==> src/rtl/mul_add_acc_pkg.sv <==
// Shared types and helpers for the mul_add_acc dot-product accumulator.
package mul_add_acc_pkg;

    typedef enum logic [1:0] {
        IDLE = 2'd0,
        ACC  = 2'd1,
        OUT  = 2'd2
    } state_t;

    function automatic int cntWidth(input int maxLen);
        return $clog2(maxLen + 1);
    endfunction

endpackage

==> src/rtl/mul_add_acc_muladduns.sv <==
// Combinational unsigned multiply-add P = X*Y + A, truncated to widthA bits.
module MulAddUns #(
    parameter int widthX = 8,
    parameter int widthY = 8,
    parameter int widthA = 20,
    parameter int speed  = 0
) (
    input  logic [widthX-1:0] X,
    input  logic [widthY-1:0] Y,
    input  logic [widthA-1:0] A,
    output logic [widthA-1:0] P
);

    generate
        if (speed == 0) begin : g_shift_add
            // Slow form: ripple of shifted partial products, one per X bit.
            logic [widthA-1:0] prod;
            always_comb begin
                prod = '0;
                for (int i = 0; i < widthX; i++) begin
                    if (X[i]) prod = prod + (widthA'(Y) << i);
                end
            end
            assign P = prod + A;
        end else begin : g_direct
            assign P = widthA'(X) * widthA'(Y) + A;
        end
    endgenerate

endmodule

==> src/rtl/mul_add_acc.sv <==
// Sequential dot-product accumulator: streams (x, y) pairs through MulAddUns,
// feeding the registered sum back as the augend, and hands out the total.
module mul_add_acc
    import mul_add_acc_pkg::*;
#(
    parameter int widthX = 8,
    parameter int widthY = 8,
    parameter int widthA = 20,
    parameter int speed  = 0,
    parameter int maxLen = 16
) (
    input  logic                          clk_i,
    input  logic                          rst_ni,
    input  logic                          in_valid_i,
    output logic                          in_ready_o,
    input  logic [widthX-1:0]             x_i,
    input  logic [widthY-1:0]             y_i,
    input  logic [widthA-1:0]             bias_i,
    input  logic                          last_i,
    output logic                          out_valid_o,
    input  logic                          out_ready_i,
    output logic [widthA-1:0]             acc_o,
    output logic [cntWidth(maxLen)-1:0]   cnt_o,
    output logic                          ovf_o,
    output logic                          err_o
);

    localparam int CW = cntWidth(maxLen);

    state_t            state;
    logic [widthA-1:0] acc;
    logic [widthA-1:0] a_sel;
    logic [widthA-1:0] p;
    logic [CW-1:0]     cnt;
    logic [CW-1:0]     cnt_inc;
    logic              ovf;
    logic              err;
    logic              wrap;
    logic              accept;

    // The first beat of a vector starts from the bias instead of the running sum.
    assign a_sel = (state == IDLE) ? bias_i : acc;

    MulAddUns #(
        .widthX(widthX),
        .widthY(widthY),
        .widthA(widthA),
        .speed (speed)
    ) u_mac (
        .X(x_i),
        .Y(y_i),
        .A(a_sel),
        .P(p)
    );

    // X*Y never reaches 2^widthA, so a truncated sum below its augend means it wrapped.
    assign wrap        = (p < a_sel);
    assign in_ready_o  = (state != OUT);
    assign out_valid_o = (state == OUT);
    assign accept      = in_valid_i && in_ready_o;
    assign cnt_inc     = cnt + 1'b1;

    always_ff @(posedge clk_i or negedge rst_ni) begin
        if (!rst_ni) begin
            state <= IDLE;
            acc   <= '0;
            cnt   <= '0;
            ovf   <= 1'b0;
            err   <= 1'b0;
        end else begin
            case (state)
                IDLE: begin
                    if (accept) begin
                        acc   <= p;
                        cnt   <= CW'(1);
                        ovf   <= wrap;
                        err   <= 1'b0;
                        state <= (last_i || maxLen == 1) ? OUT : ACC;
                    end
                end
                ACC: begin
                    if (accept) begin
                        acc <= p;
                        cnt <= cnt_inc;
                        ovf <= ovf | wrap;
                        if (last_i) begin
                            state <= OUT;
                        end else if (cnt_inc == CW'(maxLen)) begin
                            state <= OUT;
                            err   <= 1'b1;
                        end
                    end
                end
                OUT: begin
                    if (out_ready_i) state <= IDLE;
                end
                default: state <= IDLE;
            endcase
        end
    end

    assign acc_o = acc;
    assign cnt_o = cnt;
    assign ovf_o = ovf;
    assign err_o = err;

endmodule
==> config.mk <==
export PLATFORM = sky130hd
export DESIGN_NAME = mul_add_acc
export DESIGN_NICKNAME = d
export VERILOG_FILES = /design/src/rtl/mul_add_acc_pkg.sv /design/src/rtl/mul_add_acc_muladduns.sv /design/src/rtl/mul_add_acc.sv
export SDC_FILE = /design/constraint.sdc
export NUM_CORES = 1
export LEC_CHECK = 0
export CELL_PAD_IN_SITES_DETAIL_PLACEMENT = 1
export CELL_PAD_IN_SITES_GLOBAL_PLACEMENT = 2
export CORE_ASPECT_RATIO = 1.75
export CORE_UTILIZATION = 31
export CTS_CLUSTER_SIZE = 14
export DETAILED_ROUTE_END_ITERATION = 8
export PLACE_DENSITY_LB_ADDON = 0.1
export SETUP_SLACK_MARGIN = 0.05
export SLEW_MARGIN = 20
export SYNTH_ARGS = -nofsm -noshare
export SYNTH_HDL_FRONTEND = slang
export SYNTH_SLANG_ARGS = --single-unit
export TNS_END_PERCENT = 100
==> constraint.sdc <==
create_clock -name clk_i -period 4.4 [get_ports clk_i]
set_input_delay 0.88 -clock clk_i [delete_from_list [all_inputs] [get_ports clk_i]]
set_output_delay 0.88 -clock clk_i [all_outputs]
set_load 0.02 [all_outputs]
=== After elaboration in Yosys (flattened, before gate mapping) ===
Index checks and enable logic that the tools add are counted.

* Flip-flop bits (word level): 29
* Bits in latches: 0
* RAM bits: 0
* Memory bits (read-only): 0
* Input bits: 41
* Output and inout port bits: 29
* Logic and storage cells: 61
* Memories: 0

* $add $sub $neg: 9
* $mul: 0
* Div/mod/pow operators: 0
* Magnitude comparators: 1
* Equal/unequal tests: 10
* Shift operators: 0
* Multiplexer cells: 27
* Bitwise logic cells: 1
* Reductions and logical operators: 8

{| class="wikitable"
|+ Operators with widths
! kind !! number
|-
| 20-bit 2-to-1 mux || 8
|-
| 20-bit by 10-bit adder with 20-bit output || 1
|-
| 20-bit by 11-bit adder with 20-bit output || 1
|-
| 20-bit by 12-bit adder with 20-bit output || 1
|-
| 20-bit by 13-bit adder with 20-bit output || 1
|-
| 20-bit by 14-bit adder with 20-bit output || 1
|-
| 20-bit by 15-bit adder with 20-bit output || 1
|-
| 20-bit adder || 1
|-
| 20-bit by 9-bit adder with 20-bit output || 1
|-
| 20-bit less-than comparator || 1
|-
| 2-bit 2-to-1 mux || 6
|-
| 5-bit 2-to-1 mux || 2
|-
| 2-bit != test, second input constant || 5
|-
| 5-bit one-hot mux with 2 select lines || 1
|-
| 8-bit 2-to-1 mux || 1
|-
| 1-bit 2-to-1 mux || 6
|-
| 2-bit one-hot mux with 3 select lines || 1
|-
| 5-bit by 1-bit adder with 5-bit output, second input constant || 1
|-
| 5-bit equality test, second input constant || 1
|-
| 5-bit AND reduction || 1
|-
| 1-bit one-hot mux with 2 select lines || 2
|-
| 4-bit AND reduction || 1
|-
| 3-bit != test, second input constant || 1
|-
| 3-bit AND reduction || 1
|-
| other kinds (9) || 9
|}

=== Longest topological paths before layout ===
* Depth after elaboration: 20
* Mapped depth: 58
* Depth with buffers taken out: 57

=== Hierarchy ===
From an unflattened synthesis, not the netlist that was laid out.

* Cells, all modules: 776
* Area, all modules: 6118.4 µm²

{| class="wikitable"
|+ By module, submodules not included
! module !! times used !! cells each !! area each (µm²) !! sequential area each (µm²)
|-
| MulAddUns || 1 || 550 || 4159.0 || 0.0
|-
| mul_add_acc || 1 || 226 || 1959.4 || 725.7
|}

=== Worst setup path before layout ===
No wires, ideal clock.

* Path kind: input to register
* From: in x_i[0]
* To: reg ovf, in the netlist ovf_o
* Library setup time: 67 ps
* Arrival: 10848 ps
* Data required time: 4333 ps
* Path slack: -6516 ps
* Stages on the path: 56
* Path buffers: 1
* Cells stage by stage: buf_6 nand2_1 inv_1 ha_1 fa_1 a21oi_2 o221ai_2 a31o_1 xnor2_1 nand2_1 o21ai_0 ha_1 and3b_1 a21oi_1 a41oi_1 a41o_1 or2_1 ha_1 [... 20 more ...] a41oi_1 ha_1 xnor2_1 nand2_1 o21a_1 ha_1 nand3_1 a211oi_2 a21oi_2 nand2b_1 a21oi_1 xor2_1 ha_1 nor2b_1 a2111oi_0 a31oi_1 o311ai_1 a32o_1

* Word-level cells in the longest chain between the ends: 20
* Elaborated cells on any way between the ends: 21
* Those cells by class: add/sub: 8; order compare: 1; mux: 11; bitwise: 1

{| class="wikitable"
|+ Ends and longest elaborated chain
! element !! line !! RTL
|-
| from (decl) || mul_add_acc.sv:16 || <nowiki>input logic [widthX-1:0] x_i,</nowiki>
|-
| 8-bit 2-to-1 mux (*) || mul_add_acc_muladduns.sv:21 || <nowiki>if (X[i]) prod = prod + (widthA'(Y) << i);</nowiki>
|-
| 20-bit by 9-bit adder with 20-bit output || mul_add_acc_muladduns.sv:21 ||
|-
| 20-bit 2-to-1 mux (*) || mul_add_acc_muladduns.sv:21 ||
|-
| 20-bit by 10-bit adder with 20-bit output || mul_add_acc_muladduns.sv:21 ||
|-
| 20-bit 2-to-1 mux (*) || mul_add_acc_muladduns.sv:21 ||
|-
| 20-bit by 11-bit adder with 20-bit output || mul_add_acc_muladduns.sv:21 ||
|-
| 20-bit 2-to-1 mux (*) || mul_add_acc_muladduns.sv:21 ||
|-
| 20-bit by 12-bit adder with 20-bit output || mul_add_acc_muladduns.sv:21 ||
|-
| [... 5 more ...] || n/a ||
|-
| 20-bit by 15-bit adder with 20-bit output || mul_add_acc_muladduns.sv:21 ||
|-
| 20-bit 2-to-1 mux (*) || mul_add_acc_muladduns.sv:21 ||
|-
| 20-bit adder (*) || mul_add_acc_muladduns.sv:24 || <nowiki>assign P = prod + A;</nowiki>
|-
| net p[15] || mul_add_acc.sv:33 || <nowiki>logic [widthA-1:0] p;</nowiki>
|-
| 20-bit less-than comparator (*) || mul_add_acc.sv:57 || <nowiki>assign wrap = (p < a_sel);</nowiki>
|-
| 1-bit bitwise OR || mul_add_acc.sv:85 || <nowiki>ovf <= ovf | wrap;</nowiki>
|-
| 1-bit 2-to-1 mux || mul_add_acc.sv:82 || <nowiki>if (accept) begin</nowiki>
|-
| 1-bit one-hot mux with 2 select lines (*) || mul_add_acc.sv:71 || <nowiki>case (state)</nowiki>
|-
| to (signal assigned) || mul_add_acc.sv:76 || <nowiki>ovf <= wrap;</nowiki>
|-
| to (signal assigned) || mul_add_acc.sv:85 ||
|-
| to (decl) || mul_add_acc.sv:36 || <nowiki>logic ovf;</nowiki>
|}

The timed path passes the listed nets; every way through them passes the cells marked *. The select of a mux whose other input is x is not followed.
A chain may end at the register's enable or synchronous reset.

=== Worst setup path after layout ===
* From: in y_i[1]
* To: reg ovf, in the netlist ovf_o

* Word-level cells in the longest chain between the ends: 20
* Elaborated cells on any way between the ends: 21
* Those cells by class: add/sub: 8; order compare: 1; mux: 11; bitwise: 1

{| class="wikitable"
|+ Ends and longest elaborated chain
! element !! line !! RTL
|-
| from (decl) || mul_add_acc.sv:17 || <nowiki>input logic [widthY-1:0] y_i,</nowiki>
|-
| 8-bit 2-to-1 mux || mul_add_acc_muladduns.sv:21 ||
|-
| 20-bit by 9-bit adder with 20-bit output || mul_add_acc_muladduns.sv:21 ||
|-
| 20-bit 2-to-1 mux || mul_add_acc_muladduns.sv:21 ||
|-
| 20-bit by 10-bit adder with 20-bit output || mul_add_acc_muladduns.sv:21 ||
|-
| 20-bit 2-to-1 mux || mul_add_acc_muladduns.sv:21 ||
|-
| 20-bit by 11-bit adder with 20-bit output || mul_add_acc_muladduns.sv:21 ||
|-
| 20-bit 2-to-1 mux || mul_add_acc_muladduns.sv:21 ||
|-
| 20-bit by 12-bit adder with 20-bit output || mul_add_acc_muladduns.sv:21 ||
|-
| [... 5 more ...] || n/a ||
|-
| 20-bit by 15-bit adder with 20-bit output || mul_add_acc_muladduns.sv:21 ||
|-
| 20-bit 2-to-1 mux (*) || mul_add_acc_muladduns.sv:21 ||
|-
| 20-bit adder (*) || mul_add_acc_muladduns.sv:24 ||
|-
| net p[15] || mul_add_acc.sv:33 ||
|-
| 20-bit less-than comparator (*) || mul_add_acc.sv:57 ||
|-
| 1-bit bitwise OR || mul_add_acc.sv:85 ||
|-
| 1-bit 2-to-1 mux || mul_add_acc.sv:82 ||
|-
| 1-bit one-hot mux with 2 select lines (*) || mul_add_acc.sv:71 ||
|}

Marks and branches as above.

==> results by group <==
Timing
  – Hold Vio Cnt, Final: 0
  – RSZ-0062 raised after global routing: true
  – Worst-margin pin slew: 0.686 ns
  – Final WS setup: -6.11 ns
  – Fmax: 0.0952 GHz
  – Slew Limit Fails: 0
  – Worst Skew: 0.00469 ns
  – Crit share post-route: 2.39
  – Setup-failing EPs final: 17
  – Slew margin rel.: 0.530
  – Crit path time final: 10.51 ns

Clock tree
  – Clock latency on the worst-skew pair: 0.29 ns
  – H-tree levels: 2
  – Clock buffer depth: 2
  – CTS Buf Count: 5
  – CTS root buffer: clkbuf_16
  – Worst-path clk slew: 0.05 ns
  – CTS tree: done
  – Clock Sink Count: 29
  – CTS Hold Bufs: 0

Drt
  – DR WL/cell: 17.7 um
  – Vias: 6,844
  – Vias per inst: 5.19
  – DR pass1 iterations: 4
  – Post-Route WL: 23,300 um
  – DR iter-0 viols: 143
  – Residual DRC: 0
  – Post-route ant nets: 0

Pwr
  – Clock power frac: 0.043
  – Cell Pwr Density: 791 mW/mm2
  – Switching part of the total power: 0.434
  – VDD IR max: 0.517 mV
  – Net switching power: 3.54 mW
  – Combinational Power Share: 0.897
  – Internal Power: 4.61 mW
  – Sequential power share: 0.060
  – Leak: 4.85 nW

Worst setup path
  – Worst-case reg-to-reg path depth: 21
  – CP delay by family, top: compound AO/OA/AOI/OAI gates
  – Crit path depth: 58
  – Critical Path Max Stage Delay: 0.43 ns
  – Slowest cell on crit path: fa_2
  – Required @ worst endpoint: 4.62 ns
  – Type of element launching the critical path: input pin
  – Worst Setup SP: y_i[1]
  – Most used cell, CP: ha_4
  – Crit path DAT: 10.73 ns
  – R2r setup slk: 0 ns
  – CP endpoint: ovf_o$_DFFE_PN0P_
  – CP Capture Type: flip-flop
  – R2r endpoint: ovf_o$_DFFE_PN0P_
  – R2R Path Start: state[0]$_DFFE_PN0P_
  – Buf+Inv Stages, Crit Path: 2
  – Worst-path fanout max: 4
  – Critical path class: input pin to flip-flop

Flow run
  – Max_cap viols: 0

Placed design
  – Port-buffer cells: 69
  – Placed Instances: 1,267
  – GPL Wtd Cong: 0.826
  – HPWL Detailed: 18,200 um

Global route
  – Grt met3 use: 0.0128
  – Routing usage on met1: 0.228
  – Vias in the first global route: 7,853
  – GR Util met2: 0.511
  – Gr busiest metal: met2
  – Gr usage total: 0.239
  – Largest net degree at the start of global routing: 30
  – Global-route wire length before repair: 37,500 um
  – Total grt overflow: 0
  – Initial antenna violation count: 0

Yosys
  – YS warnings: 0
  – Unique masters post-synth: 80
  – Synth top area share: 0.199
  – Largest area contributor in the netlist: ha_1
  – Syn nets: 885
  – Mapped cell area: 0.00586 mm2
  – Syn Inst Count: 743
  – Synth async-reset ratio: 1.00
  – Register area share after synthesis: 0.124
  – Synth Register Bits: 29
  – Area contributors post-synth: ha_1 20%, dfrtp_1 12%, nand2_1 6.0%
  – Synth Flop Type: dfrtp_1
  – Post-synth EDFFs: 0
  – Mean Syn Cell Area: 7.88 um2

Layout
  – Final core occ: 0.554
  – Layout cells sized above 1: 0.458
  – Fin cells: 1,319
  – # diodes: 0
  – Layout Area Growth over Synthesis: 75.8%
  – Final net count: 1,222
  – Fill count: 2,168

Floorplan
  – Core area: 0.0186 mm2
  – Die area: 0.0195 mm2
  – I/O Pins: 70
  – Height of the die: 184 um
  – Die width: 106 um
  – Initial Util: 0.315
  – Rows: 66

Run status
  – Failing checks: negative setup slack
  – Status: finished, violations left

Worst hold path
  – Worst Hold Class: flip-flop to flip-flop
  – Worst hold path startpoint: acc_o[9]$_DFFE_PN0P_
[state kept, by name, indices dropped and copies added (netlist names)]
signal / cells
err_o: 1
ovf_o: 1
cnt_o: 5
acc_o: 20
state: 2
[metrics by stage]
stage	hold WS (ns)	power [mW]	instance area, um2	setup WS (ns)	setup TNS, ns
4_1_cts	0.517	7.55	9790	-6.36	-74.42
3_5_place_dp	0.493	6.25	8900	-7.41	-88.92
5_1_grt	0.539	8.79	10300	-6.67	-80.60
6_report	0.511	8.15	10300	-6.11	-74.01
3_3_place_gp	0.490	6.07	8900	-7.16	-85.52
2_1_floorplan	0.500	3.76	6230	-6.02	-67.42
[cells by family after synthesis]
group,synth area share
simple gates,0.184
fa+ha+maj,0.226
buf+inv,0.0581
compound gates,0.260
mux,0.0801
xor+xnor,0.0688
flops,0.124
[power by group through the flow]
stage | clock [mW] | sequential [mW] | combinational, mW
floorplan | 0 | 0.596 | 3.16
global placement | 0 | 0.489 | 5.58
detailed placement | 0 | 0.494 | 5.76
CTS | 0.358 | 0.491 | 6.70
global route | 0.367 | 0.507 | 7.92
finish | 0.347 | 0.489 | 7.31
[synthesized netlist by cell type (5+ instances only)]
cell type and number:
nor2_1 44, mux2i_1 24, a21o_1 30, mux2_2 17, fa_1 8, inv_1 59, clkbuf_1 9, nor3_1 7
a31oi_1 5, o21a_1 13, and2_1 5, o21bai_1 8, nor2b_1 10, o211ai_1 5, buf_2 8, o21ai_0 24
xor2_1 10, o21ai_1 13, nand2b_1 10, nand2_1 94, nand3_1 21, dfrtp_1 29, or3_1 6, ha_1 93
a21oi_1 55, nand3b_1 5, xnor2_1 36
[layout by cell type, fill, tap and decap left out, types with 9 or more instances in the layout]
cell type	instances
a21o_1	30
a21oi_1	25
a21oi_2	26
buf_4	261
buf_6	20
clkdlybuf4s50_1	63
dfrtp_1	29
ha_1	57
ha_4	31
inv_1	53
mux2_2	10
mux2i_1	23
nand2_1	87
nand3_1	19
nor2_1	36
nor2b_1	9
o21a_1	13
o21ai_0	11
o21ai_1	16
o21ai_2	9
xnor2_1	22
xnor2_2	11
[metal layers]
layer	wire length [um]	part of all wire
met3	320	0.014
met5	0	0
met1	8380	0.36
met2	13900	0.60
met4	723	0.031
[final cells by class]
type | instances | area (um2) | share of cell area
sequential | 29 | 726 | 0.0705
multi-input combinational | 631 | 6000 | 0.583
inverter | 62 | 235 | 0.0228
tap | 238 | 298 | 0.0289
clock buffer | 5 | 125 | 0.0122
clock inverter | 3 | 17.5 | 0.00170
timing repair buffer | 351 | 2890 | 0.281
[worst reg2reg max path, delay by kind of cell (launching register included)]
family | cells | cell delay [ns]
compound gates | 10 | 2.18
mux | 1 | 0.24
flops | 1 | 0.39
fa+ha+maj | 2 | 0.49
simple gates | 4 | 0.46
buf+inv | 3 | 0.44
xor+xnor | 1 | 0.11
[how the worst min path moves through the flow]
stage | endpoint | slack [ns] | cells after the start
floorplan | state[0]$_DFFE_PN0P_ | 0.50 | 1
global placement | acc_o[13]$_DFFE_PN0P_ | 0.49 | 2
CTS | acc_o[9]$_DFFE_PN0P_ | 0.52 | 2
detailed placement | ovf_o$_DFFE_PN0P_ | 0.49 | 1
global route | ovf_o$_DFFE_PN0P_ | 0.54 | 1
finish | acc_o[9]$_DFFE_PN0P_ | 0.51 | 2
[timing repair]
item | CTS | global route
resized for setup | 126 | 76
setup endpoints to repair | 18 | 18
gates cloned | 0 | 0
buffers inserted | 30 | 19
pin swaps | 79 | 62
Power figures use the tool's default switching activity.
